--- src/rtl/bike_pkg.sv ---
// Shared definitions for the bike computer datapath: divider width and
// divider FSM state encoding.
package bike_pkg;

  localparam int unsigned WIDTH_DIV = 16;

  typedef enum logic [1:0] {
    ST_IDLE = 2'd0,
    ST_RUN  = 2'd1,
    ST_DONE = 2'd2
  } state_t;

endpackage

--- src/rtl/seq_divider_if.sv ---
// Operand/result bundle between the divider and the stage that drives it.
interface seq_divider_if #(
  parameter int unsigned WIDTH = bike_pkg::WIDTH_DIV
) ();

  logic             start;
  logic [WIDTH-1:0] dividend;
  logic [WIDTH-1:0] divisor;
  logic [WIDTH-1:0] quotient;
  logic [WIDTH-1:0] remainder;
  logic             busy;
  logic             ready;
  logic             div_by_zero;

  modport master (
    output start, dividend, divisor,
    input  quotient, remainder, busy, ready, div_by_zero
  );

  modport slave (
    input  start, dividend, divisor,
    output quotient, remainder, busy, ready, div_by_zero
  );

endinterface

--- src/rtl/seq_divider.sv ---
// Sequential unsigned restoring divider, one quotient bit per clock.
// Fixed latency: WIDTH iterations regardless of operands, including divisor 0.
module seq_divider
  import bike_pkg::*;
#(
  parameter int unsigned WIDTH = WIDTH_DIV,
  parameter int unsigned CNT_W = 5
) (
  input logic          clk,
  input logic          rst,
  seq_divider_if.slave bus
);

  state_t state, state_next;

  logic [WIDTH-1:0]     q_reg;
  logic [WIDTH-1:0]     r_reg;
  logic [WIDTH-1:0]     d_reg;
  logic [CNT_W-1:0]     cnt;
  logic                 dz_reg;
  logic [WIDTH-1:0]     quotient_reg;
  logic [WIDTH-1:0]     remainder_reg;
  logic                 busy_reg;
  logic                 ready_reg;
  logic                 div_by_zero_reg;

  logic                 load_c;
  logic                 last_c;
  logic [2*WIDTH-1:0]   step_c;

  // One restoring step: shift {R,Q} left, subtract D when it fits.
  // The borrow out of the (WIDTH+1)-bit subtraction is the "R < D" flag.
  function automatic logic [2*WIDTH-1:0] div_step(
    input logic [WIDTH-1:0] r,
    input logic [WIDTH-1:0] q,
    input logic [WIDTH-1:0] d
  );
    logic [WIDTH:0]   r_sh;
    logic [WIDTH:0]   diff;
    logic [WIDTH-1:0] r_new;
    r_sh  = {r, q[WIDTH-1]};
    diff  = r_sh - {1'b0, d};
    r_new = diff[WIDTH] ? r_sh[WIDTH-1:0] : diff[WIDTH-1:0];
    return {r_new, q[WIDTH-2:0], ~diff[WIDTH]};
  endfunction

  assign step_c = div_step(r_reg, q_reg, d_reg);

  // State register
  always_ff @(posedge clk) begin
    if (!rst) state <= ST_IDLE;
    else      state <= state_next;
  end

  // Next-state and control decode
  always_comb begin
    state_next = state;
    load_c     = 1'b0;
    last_c     = 1'b0;
    case (state)
      ST_IDLE: begin
        if (bus.start) begin
          state_next = ST_RUN;
          load_c     = 1'b1;
        end
      end
      ST_RUN: begin
        if (cnt == CNT_W'(1)) begin
          state_next = ST_DONE;
          last_c     = 1'b1;
        end
      end
      ST_DONE: begin
        if (bus.start) begin
          state_next = ST_RUN;
          load_c     = 1'b1;
        end else begin
          state_next = ST_IDLE;
        end
      end
      default: state_next = ST_IDLE;
    endcase
  end

  // Working registers and registered results
  always_ff @(posedge clk) begin
    if (!rst) begin
      q_reg           <= '0;
      r_reg           <= '0;
      d_reg           <= '0;
      cnt             <= '0;
      dz_reg          <= 1'b0;
      quotient_reg    <= '0;
      remainder_reg   <= '0;
      busy_reg        <= 1'b0;
      ready_reg       <= 1'b0;
      div_by_zero_reg <= 1'b0;
    end else begin
      busy_reg  <= (state_next == ST_RUN);
      ready_reg <= (state_next == ST_DONE);
      if (load_c) begin
        q_reg  <= bus.dividend;
        d_reg  <= bus.divisor;
        r_reg  <= '0;
        cnt    <= CNT_W'(WIDTH);
        dz_reg <= (bus.divisor == '0);
      end else if (state == ST_RUN) begin
        r_reg <= step_c[2*WIDTH-1:WIDTH];
        q_reg <= step_c[WIDTH-1:0];
        cnt   <= cnt - CNT_W'(1);
        if (last_c) begin
          // With D=0 every step subtracts nothing, so R ends holding the dividend.
          quotient_reg    <= dz_reg ? '1 : step_c[WIDTH-1:0];
          remainder_reg   <= step_c[2*WIDTH-1:WIDTH];
          div_by_zero_reg <= dz_reg;
        end
      end
    end
  end

  assign bus.quotient    = quotient_reg;
  assign bus.remainder   = remainder_reg;
  assign bus.busy        = busy_reg;
  assign bus.ready       = ready_reg;
  assign bus.div_by_zero = div_by_zero_reg;

endmodule

--- src/flat_wrapper.sv ---
// flat-port wrapper written by rule: the top's interface ports become plain ports
module seq_divider_flat import bike_pkg::*;
#(
  parameter int unsigned WIDTH = WIDTH_DIV,
  parameter int unsigned CNT_W = 5
)
  (clk, rst, bus_start, bus_dividend, bus_divisor, bus_quotient, bus_remainder, bus_busy, bus_ready, bus_div_by_zero);
  seq_divider_if #(.WIDTH(WIDTH)) bus_i ();
  input logic clk;
  input logic rst;
  input wire logic [$bits(bus_i.start)-1:0] bus_start;
  input wire logic [$bits(bus_i.dividend)-1:0] bus_dividend;
  input wire logic [$bits(bus_i.divisor)-1:0] bus_divisor;
  output wire logic [$bits(bus_i.quotient)-1:0] bus_quotient;
  output wire logic [$bits(bus_i.remainder)-1:0] bus_remainder;
  output wire logic [$bits(bus_i.busy)-1:0] bus_busy;
  output wire logic [$bits(bus_i.ready)-1:0] bus_ready;
  output wire logic [$bits(bus_i.div_by_zero)-1:0] bus_div_by_zero;
  assign bus_i.start = bus_start;
  assign bus_i.dividend = bus_dividend;
  assign bus_i.divisor = bus_divisor;
  assign bus_quotient = bus_i.quotient;
  assign bus_remainder = bus_i.remainder;
  assign bus_busy = bus_i.busy;
  assign bus_ready = bus_i.ready;
  assign bus_div_by_zero = bus_i.div_by_zero;
  seq_divider #(.WIDTH(WIDTH), .CNT_W(CNT_W)) u_core (.clk(clk), .rst(rst), .bus(bus_i));
endmodule
--- config.mk ---
export PLATFORM = sky130hd
export DESIGN_NAME = seq_divider_flat
export DESIGN_NICKNAME = d
export VERILOG_FILES = /design/src/rtl/bike_pkg.sv /design/src/rtl/seq_divider_if.sv /design/src/rtl/seq_divider.sv /design/src/flat_wrapper.sv
export SDC_FILE = /design/constraint.sdc
export NUM_CORES = 1
export LEC_CHECK = 0
export BUFFER_PORTS_ARGS = -buffer_cell sky130_fd_sc_hd__buf_2
export CAP_MARGIN = 40
export CORE_MARGIN = 2
export CORE_UTILIZATION = 57
export DETAILED_ROUTE_END_ITERATION = 8
export PLACE_DENSITY = 0.8
export SLEW_MARGIN = 20
export SYNTH_ARGS = -nofsm -noshare
export SYNTH_HDL_FRONTEND = slang
export SYNTH_SLANG_ARGS = --single-unit
--- constraint.sdc ---
create_clock -name clk -period 2.9 [get_ports clk]
set_input_delay 0.29 -clock clk [delete_from_list [all_inputs] [get_ports clk]]
set_output_delay 0.29 -clock clk [all_outputs]
set_load 0.01 [all_outputs]
==> run metrics, run 1 <==
outcome=finished, final reports clean; maximum level of the CTS H-tree=3; vias after detailed routing=4,100; cell at the root of the clock tree=sky130_fd_sc_hd__clkbuf_8; overall die height=92.3 um; global-route total usage across every layer=26.8%; clock net sink count=91; crit-path cells=inv_1 > ha_1 > fa_1 > nand2b_1 > a21o_1 > a211oi_2 > nor4_4 > xor2_1 > or4_1 > o211ai_1; leading post-synthesis cells by cell area=sky130_fd_sc_hd__dfxtp_1 41%, sky130_fd_sc_hd__a21oi_1 7.8%, sky130_fd_sc_hd__ha_1 5.1%; synthesized flop and latch total=91; Post-synth EDFFs=0; distinct cell type count after synthesis=53; most frequent cells in the layout=91 x sky130_fd_sc_hd__dfxtp_1, 69 x sky130_fd_sc_hd__a21oi_1, 69 x sky130_fd_sc_hd__buf_2; worst hold path startpoint=bus_divisor[15]; type of the tightest min-delay check=input pin to flip-flop; FMAX=369 MHz; area after detailed placement=4860 um2; mapped cell area=4450 um2; num ports=70; final weighted congestion of routability-driven global placement=0.956; post-synthesis sequential area ratio=41.0%; worst-path fanout max=7; Post-Route WL=11.1 mm; ys async rst share=0%; post-route clock period utilization=93.4%; time the worst path needs with I/O delays and setup=2710 ps; Net Count, Synth=600; ANT cells=0; cell at the slowest stage of the critical path=sky130_fd_sc_hd__or4_1; FF-to-FF End=u_core.bus.remainder[0]; grt total ovfl=0; final sum of negative setup slack=0 ps; R2R Setup Slk=190 ps; terminating pin of the worst hold path=u_core.d_reg[15]; residual DRC count=0; remaining number of nets flagged by the antenna check after routing=0; clk_skew=12.4 ps; post-DP HPWL=7.95 mm; fraction of the core area covered by cells at the end of the flow=66.4%; clk slew on worst S/H paths=100 ps; RSZ-0062 raised after global routing=no; iteration count of the initial detailed-routing pass=5; wire length of the first global-routing pass=18.4 mm; Setup Viol. Count Final=0; # Max-Cap Violations=0; maximum number of buffers from clock root to sink=2; via density per instance=5.81; commonest non-fill, non-tap cell in the layout=sky130_fd_sc_hd__dfxtp_1; gate count after technology mapping=546; final critical-path setup slack=192 ps; endpoints failing hold=0; share of layout cells above drive strength 1=18.9%; source of the worst register-to-register timing path=u_core.q_reg[15]; standard-cell rows=32; number of nets in the finished design=653; number of global-route vias before repair=3,873; Setup CP Type=flip-flop to flip-flop; DR WL/cell=15.7 um; non-filler instance count after layout=706; relative slew slack=48.3%; leakage power=2.08 nW; CTS buffer count=9; layout overhead on the synthesized area=14.2%; number of antenna violations at the first check in global routing=0; pin count of the biggest net entering global routing=57; placed cell count=690; most area-hungry cell type in the Yosys netlist=sky130_fd_sc_hd__dfxtp_1; transition time of the tightest slew-check pin=775 ps; placement-stage worst setup slack=236 ps; Critical Path Start Type=flip-flop; CTS tree=done; data required time of the worst path=3200 ps; cell count of the worst hold path=3; WP data arrival=3000 ps; clock insertion delay at the later pin of the skew report=370 ps; Die W=92.3 um; starting density of the core=58.2%; mean area per synthesized cell=8.15 um2; Final Slew Violations=0; power per unit of standard cell area=633 nW/um2; Final Instance Area=5080 um2; area of the core=7650 um2; Total Die Area=8530 um2; share of the synthesized area in the top cell type=41.0%; Most used DFF post-synth=sky130_fd_sc_hd__dfxtp_1; yosys synthesis warning count=0; IO Port Bufs=69; capturing element type of the critical path=flip-flop; IR drop worst, VDD=0.000389 V; peak per-stage delay on the critical path=510 ps; DRC violation total after the first TritonRoute iteration=208; Worst R2R Path Depth=10
[kinds of logic after synthesis]
group / Yosys count / share of synthesized area, %
fa+ha+maj: 19 / 5.51
compound gates: 156 / 21.6
flops: 91 / 41.0
xor+xnor: 16 / 3.32
mux: 13 / 3.04
buf+inv: 62 / 5.68
simple gates: 189 / 19.9
[stage by stage]
step | power (mW) | hold slack [ps]
finish | 3.22 | 169
floorplan | 2.09 | 426
CTS | 3.22 | 165
global route | 3.38 | 166
detailed placement | 2.31 | 447
global placement | 2.29 | 440
[repair_timing]
action | 4_1_cts | 5_1_grt
gates resized for setup | 0 | 1
setup endpoints to repair | 0 | 2
hold buffers | 0 | 0
hold endpoints to repair | 0 | 0
buffers inserted | 0 | 0
[report_power, final]
group | total (mW) | internal [mW] | switching [mW]
sequential | 1.37 | 1.32 | 0.0549
combinational | 0.937 | 0.394 | 0.543
clock | 0.910 | 0.419 | 0.491
[metal layers]
layer  vias up  GRT usage [%]  wire [um]
met3        29           4.96        501
met1      1926           37.0       5150
met2       120           42.1       5140
met4         0           9.83        279
li1       2025              -          -
met5         -              0          0
[cell type report]
class	instances	area, um2
clock buffer	9	124
clock inverter	7	91.3
fill	632	2570
inverter	24	90.1
multi-input combinational	393	2380
sequential	91	1820
tap	102	128
timing repair buffer	80	444
[cells in the mapped netlist (2+ instances only)]
cell	number
sky130_fd_sc_hd__dfxtp_1	91
sky130_fd_sc_hd__a21oi_1	69
sky130_fd_sc_hd__nand2_1	60
sky130_fd_sc_hd__nor2_1	43
sky130_fd_sc_hd__nor3_1	42
sky130_fd_sc_hd__o21ai_0	31
sky130_fd_sc_hd__clkbuf_1	27
sky130_fd_sc_hd__inv_1	24
sky130_fd_sc_hd__ha_1	18
sky130_fd_sc_hd__a22oi_1	16
sky130_fd_sc_hd__mux2i_1	12
sky130_fd_sc_hd__nand3_1	12
sky130_fd_sc_hd__xnor2_1	10
sky130_fd_sc_hd__nand2b_1	8
sky130_fd_sc_hd__o211ai_1	8
sky130_fd_sc_hd__a211oi_1	5
sky130_fd_sc_hd__buf_1	5
sky130_fd_sc_hd__nor2b_1	5
sky130_fd_sc_hd__xor2_1	5
sky130_fd_sc_hd__a21oi_2	4
sky130_fd_sc_hd__nor4_1	4
sky130_fd_sc_hd__or4_1	4
sky130_fd_sc_hd__a31oi_1	3
sky130_fd_sc_hd__and3_1	3
sky130_fd_sc_hd__buf_2	3
sky130_fd_sc_hd__a211o_1	2
sky130_fd_sc_hd__a21o_1	2
sky130_fd_sc_hd__buf_6	2
sky130_fd_sc_hd__nand4_1	2
sky130_fd_sc_hd__o21a_1	2
sky130_fd_sc_hd__o21ai_2	2
[worst max path at each step]
stage                           startpoint                        to  cells past startpoint
final                     u_core.q_reg[15]   u_core.bus.remainder[0]                     10
after global routing      u_core.q_reg[15]  u_core.bus.remainder[12]                     11
after CTS                 u_core.q_reg[15]   u_core.bus.remainder[0]                     10
after detailed placement  u_core.q_reg[15]  u_core.bus.remainder[15]                     11
after global placement    u_core.q_reg[15]          u_core.r_reg[15]                     11
after floorplan           u_core.q_reg[15]   u_core.bus.remainder[0]                     10
[worst max-delay path, delay by kind of cell, from the launching register on]
family / cells / cell delay (ps)
AND/OR/NAND/NOR: 3 / 760
adder cells (fa/ha/maj): 2 / 620
AO/OA/AOI/OAI: 3 / 590
flip-flops: 1 / 390
XOR/XNOR: 1 / 220
buffers and inverters: 1 / 60
(Power assumes the default switching activity.)
==> run 2: changes to the inputs <==
- CELL_PAD_IN_SITES_DETAIL_PLACEMENT: unset -> 1
- CELL_PAD_IN_SITES_GLOBAL_PLACEMENT: unset -> 1
- CORE_UTILIZATION: 57 -> 42
- PLACE_DENSITY: 0.8 -> unset
- PLACE_DENSITY_LB_ADDON: unset -> 0.1
==> run 2 against run 1 <==
Clock power decreased by 12%. Critical path depth up 1. Hold slack better by 2.4 ps. Largest cell class unchanged.
==> run metrics, run 2 (synthesized netlist as in run 1, its figures left out) <==
area of the core=10,300 um2 (+35%); placement-stage worst setup slack=118 ps (-119 ps); clk_skew=12.8 ps (+0.328 ps); number of antenna violations at the first check in global routing=0 (unchanged); met2 track demand over resource=35.3% (-6.8 points); switching portion of total power=34.7% (+0.82 points); standard-cell rows=37 (+16%); most frequent cells in the layout=90 x sky130_fd_sc_hd__dfxtp_1, 69 x sky130_fd_sc_hd__a21oi_1, 69 x sky130_fd_sc_hd__buf_2; IO Port Bufs=69 (unchanged); IR drop worst, VDD=0.000232 V (-40%); Int Pwr=2.08 mW (-2.2%); layer with the highest usage=met2; grt total ovfl=0 (unchanged); Final Instance Area=5150 um2 (+1.3%); residual DRC count=0 (unchanged); ANT cells=0 (unchanged); wire length of the first global-routing pass=20.6 mm (+12%); relative slew slack=48.3% (about the same); Setup CP Type=flip-flop to flip-flop; commonest non-fill, non-tap cell in the layout=sky130_fd_sc_hd__dfxtp_1; final sum of negative setup slack=0 ps (unchanged); number of global-route vias before repair=4,152 (+7.2%); post-cts hold buffer count=0 (unchanged); final critical-path setup slack=92.7 ps (-99.8 ps); data required time of the worst path=3130 ps (-70 ps); peak per-stage delay on the critical path=410 ps (-100 ps); global-route total usage across every layer=22.6% (-4.2 points); Worst path top cell family by delay=adder cells; starting density of the core=43.1% (-15 points); met1 layer usage reported by global route=32.0% (-5.1 points); remaining number of nets flagged by the antenna check after routing=0 (unchanged); maximum number of buffers from clock root to sink=2 (unchanged); time the worst path needs with I/O delays and setup=2810 ps (+99.8 ps); transition time of the tightest slew-check pin=775 ps (+0.208 ps); Layout fillers=1,295 (+100%); clock net sink count=91 (unchanged); vias after detailed routing=4,086 (-0.34%); crit-path cells=inv_1 > ha_1 > fa_1 > nand2b_1 > a21o_4 > a211oi_4 > nor4_4 > xnor2_2 > buf_4 > mux2i_4 > a211oi_1; share of layout cells above drive strength 1=19.9% (+1.0 points); switching power=1.10 mW (+1.4%); post-route clock period utilization=96.8% (+3.4 points); endpoints failing hold=0 (unchanged); portion of total power attributed to sequential cells=43.0% (+0.4 points); Post-Route WL=12.6 mm (+14%); DRC violation total after the first TritonRoute iteration=218 (+4.8%); worst-path fanout max=8 (+1); placed cell count=727 (+5.4%); Setup Viol. Count Final=0 (unchanged); count of buffer and inverter cells on the critical path=2 (+1); DR WL/cell=16.9 um (+7.8%); cell at the root of the clock tree=sky130_fd_sc_hd__clkbuf_8; global-route track usage on met3=3.04% (-1.9 points); type of the tightest min-delay check=input pin to flip-flop; number of nets in the finished design=657 (+0.61%); Die W=107 um (+16%); Total Die Area=11,400 um2 (+34%); Critical Path Start Type=flip-flop; clock group share of total power=25.1% (-3.2 points); Total Power=3.19 mW (-0.99%); post-DP HPWL=9.15 mm (+15%); capturing element type of the critical path=flip-flop; # Max-Cap Violations=0 (unchanged); leakage power=2.09 nW (+0.32%); RSZ-0062 raised after global routing=yes; Logic pwr share=31.8% (+2.7 points); clk slew on worst S/H paths=90 ps (about the same); iteration count of the initial detailed-routing pass=5 (unchanged); WP data arrival=3040 ps (+40 ps); CTS buffer count=9 (unchanged); layout overhead on the synthesized area=15.7%; num ports=70 (unchanged); overall die height=107 um (+16%); R2R Setup Slk=90 ps (-100 ps); CTS tree=done; FMAX=356 MHz (-3.6%); outcome=finished, final reports clean; power per unit of standard cell area=619 nW/um2 (-2.3%); Final Slew Violations=0 (unchanged); non-filler instance count after layout=744 (+5.4%); final weighted congestion of routability-driven global placement=0.914 (-4.4%); clock insertion delay at the later pin of the skew report=370 ps (about the same); cell at the slowest stage of the critical path=sky130_fd_sc_hd__fa_1; pin count of the biggest net entering global routing=47 (-18%); via density per instance=5.49 (-5.4%); area after detailed placement=4920 um2 (+1.1%); maximum level of the CTS H-tree=3 (unchanged)
-- run 2: worst reg2reg max path, delay by kind of cell (launching register included) --
family	cells	cell delay [ps]
and+or+nand+nor	2	280
buffers and inverters	2	290
DFF	1	360
AOI/OAI and AO/OA	3	600
xor gates and xnor gates	1	260
muxes	1	290
adders and majority gates	2	600
-- run 2: worst paths after layout --
check                                                 to              from  cells past startpoint
worst min-delay path                     u_core.d_reg[1]    bus_divisor[1]                      3
worst min register to register          u_core.d_reg[12]  u_core.d_reg[12]                      2
worst max-delay path            u_core.bus.remainder[14]  u_core.q_reg[15]                     11
worst max register to register  u_core.bus.remainder[14]  u_core.q_reg[15]                     11
-- run 2: metal layers --
| layer | share of wire, % | wire length (um) |
|---|---|---|
| met2 | 45 | 5650 |
| met3 | 3.9 | 487 |
| met5 | 0 | 0 |
| met1 | 50 | 6230 |
| met4 | 1.6 | 204 |
-- run 2: timing repair --
item / 4_1_cts / 5_1_grt
setup buffers: 0 / 0
endpoints found under the setup margin: 0 / 32
resized for setup: 0 / 11
-- run 2: power by group through the flow --
stage,registers (mW),logic [mW],clock network [mW]
2_1_floorplan,1.39,0.701,0
3_3_place_gp,1.40,0.920,0
3_5_place_dp,1.40,0.944,0
4_1_cts,1.37,0.951,0.822
5_1_grt,1.38,1.12,0.871
6_report,1.37,1.01,0.800
-- run 2: layout make-up --
type                       instances  area [um2]  share of cell area, %
tap                              136         170                   3.31
clock buffer                      11         141                   2.75
sequential                        91        1820                   35.4
inverter                          24        90.1                   1.75
multi-input combinational        393        2420                   47.1
clock inverter                     5        35.0                  0.681
timing repair buffer              84         465                   9.04
-- run 2: stage by stage --
step	hold WS (ps)	utilization (%)
global placement	441	47.6
CTS	153	49.3
finish	171	49.9
floorplan	426	-
global route	171	49.9
detailed placement	450	47.6
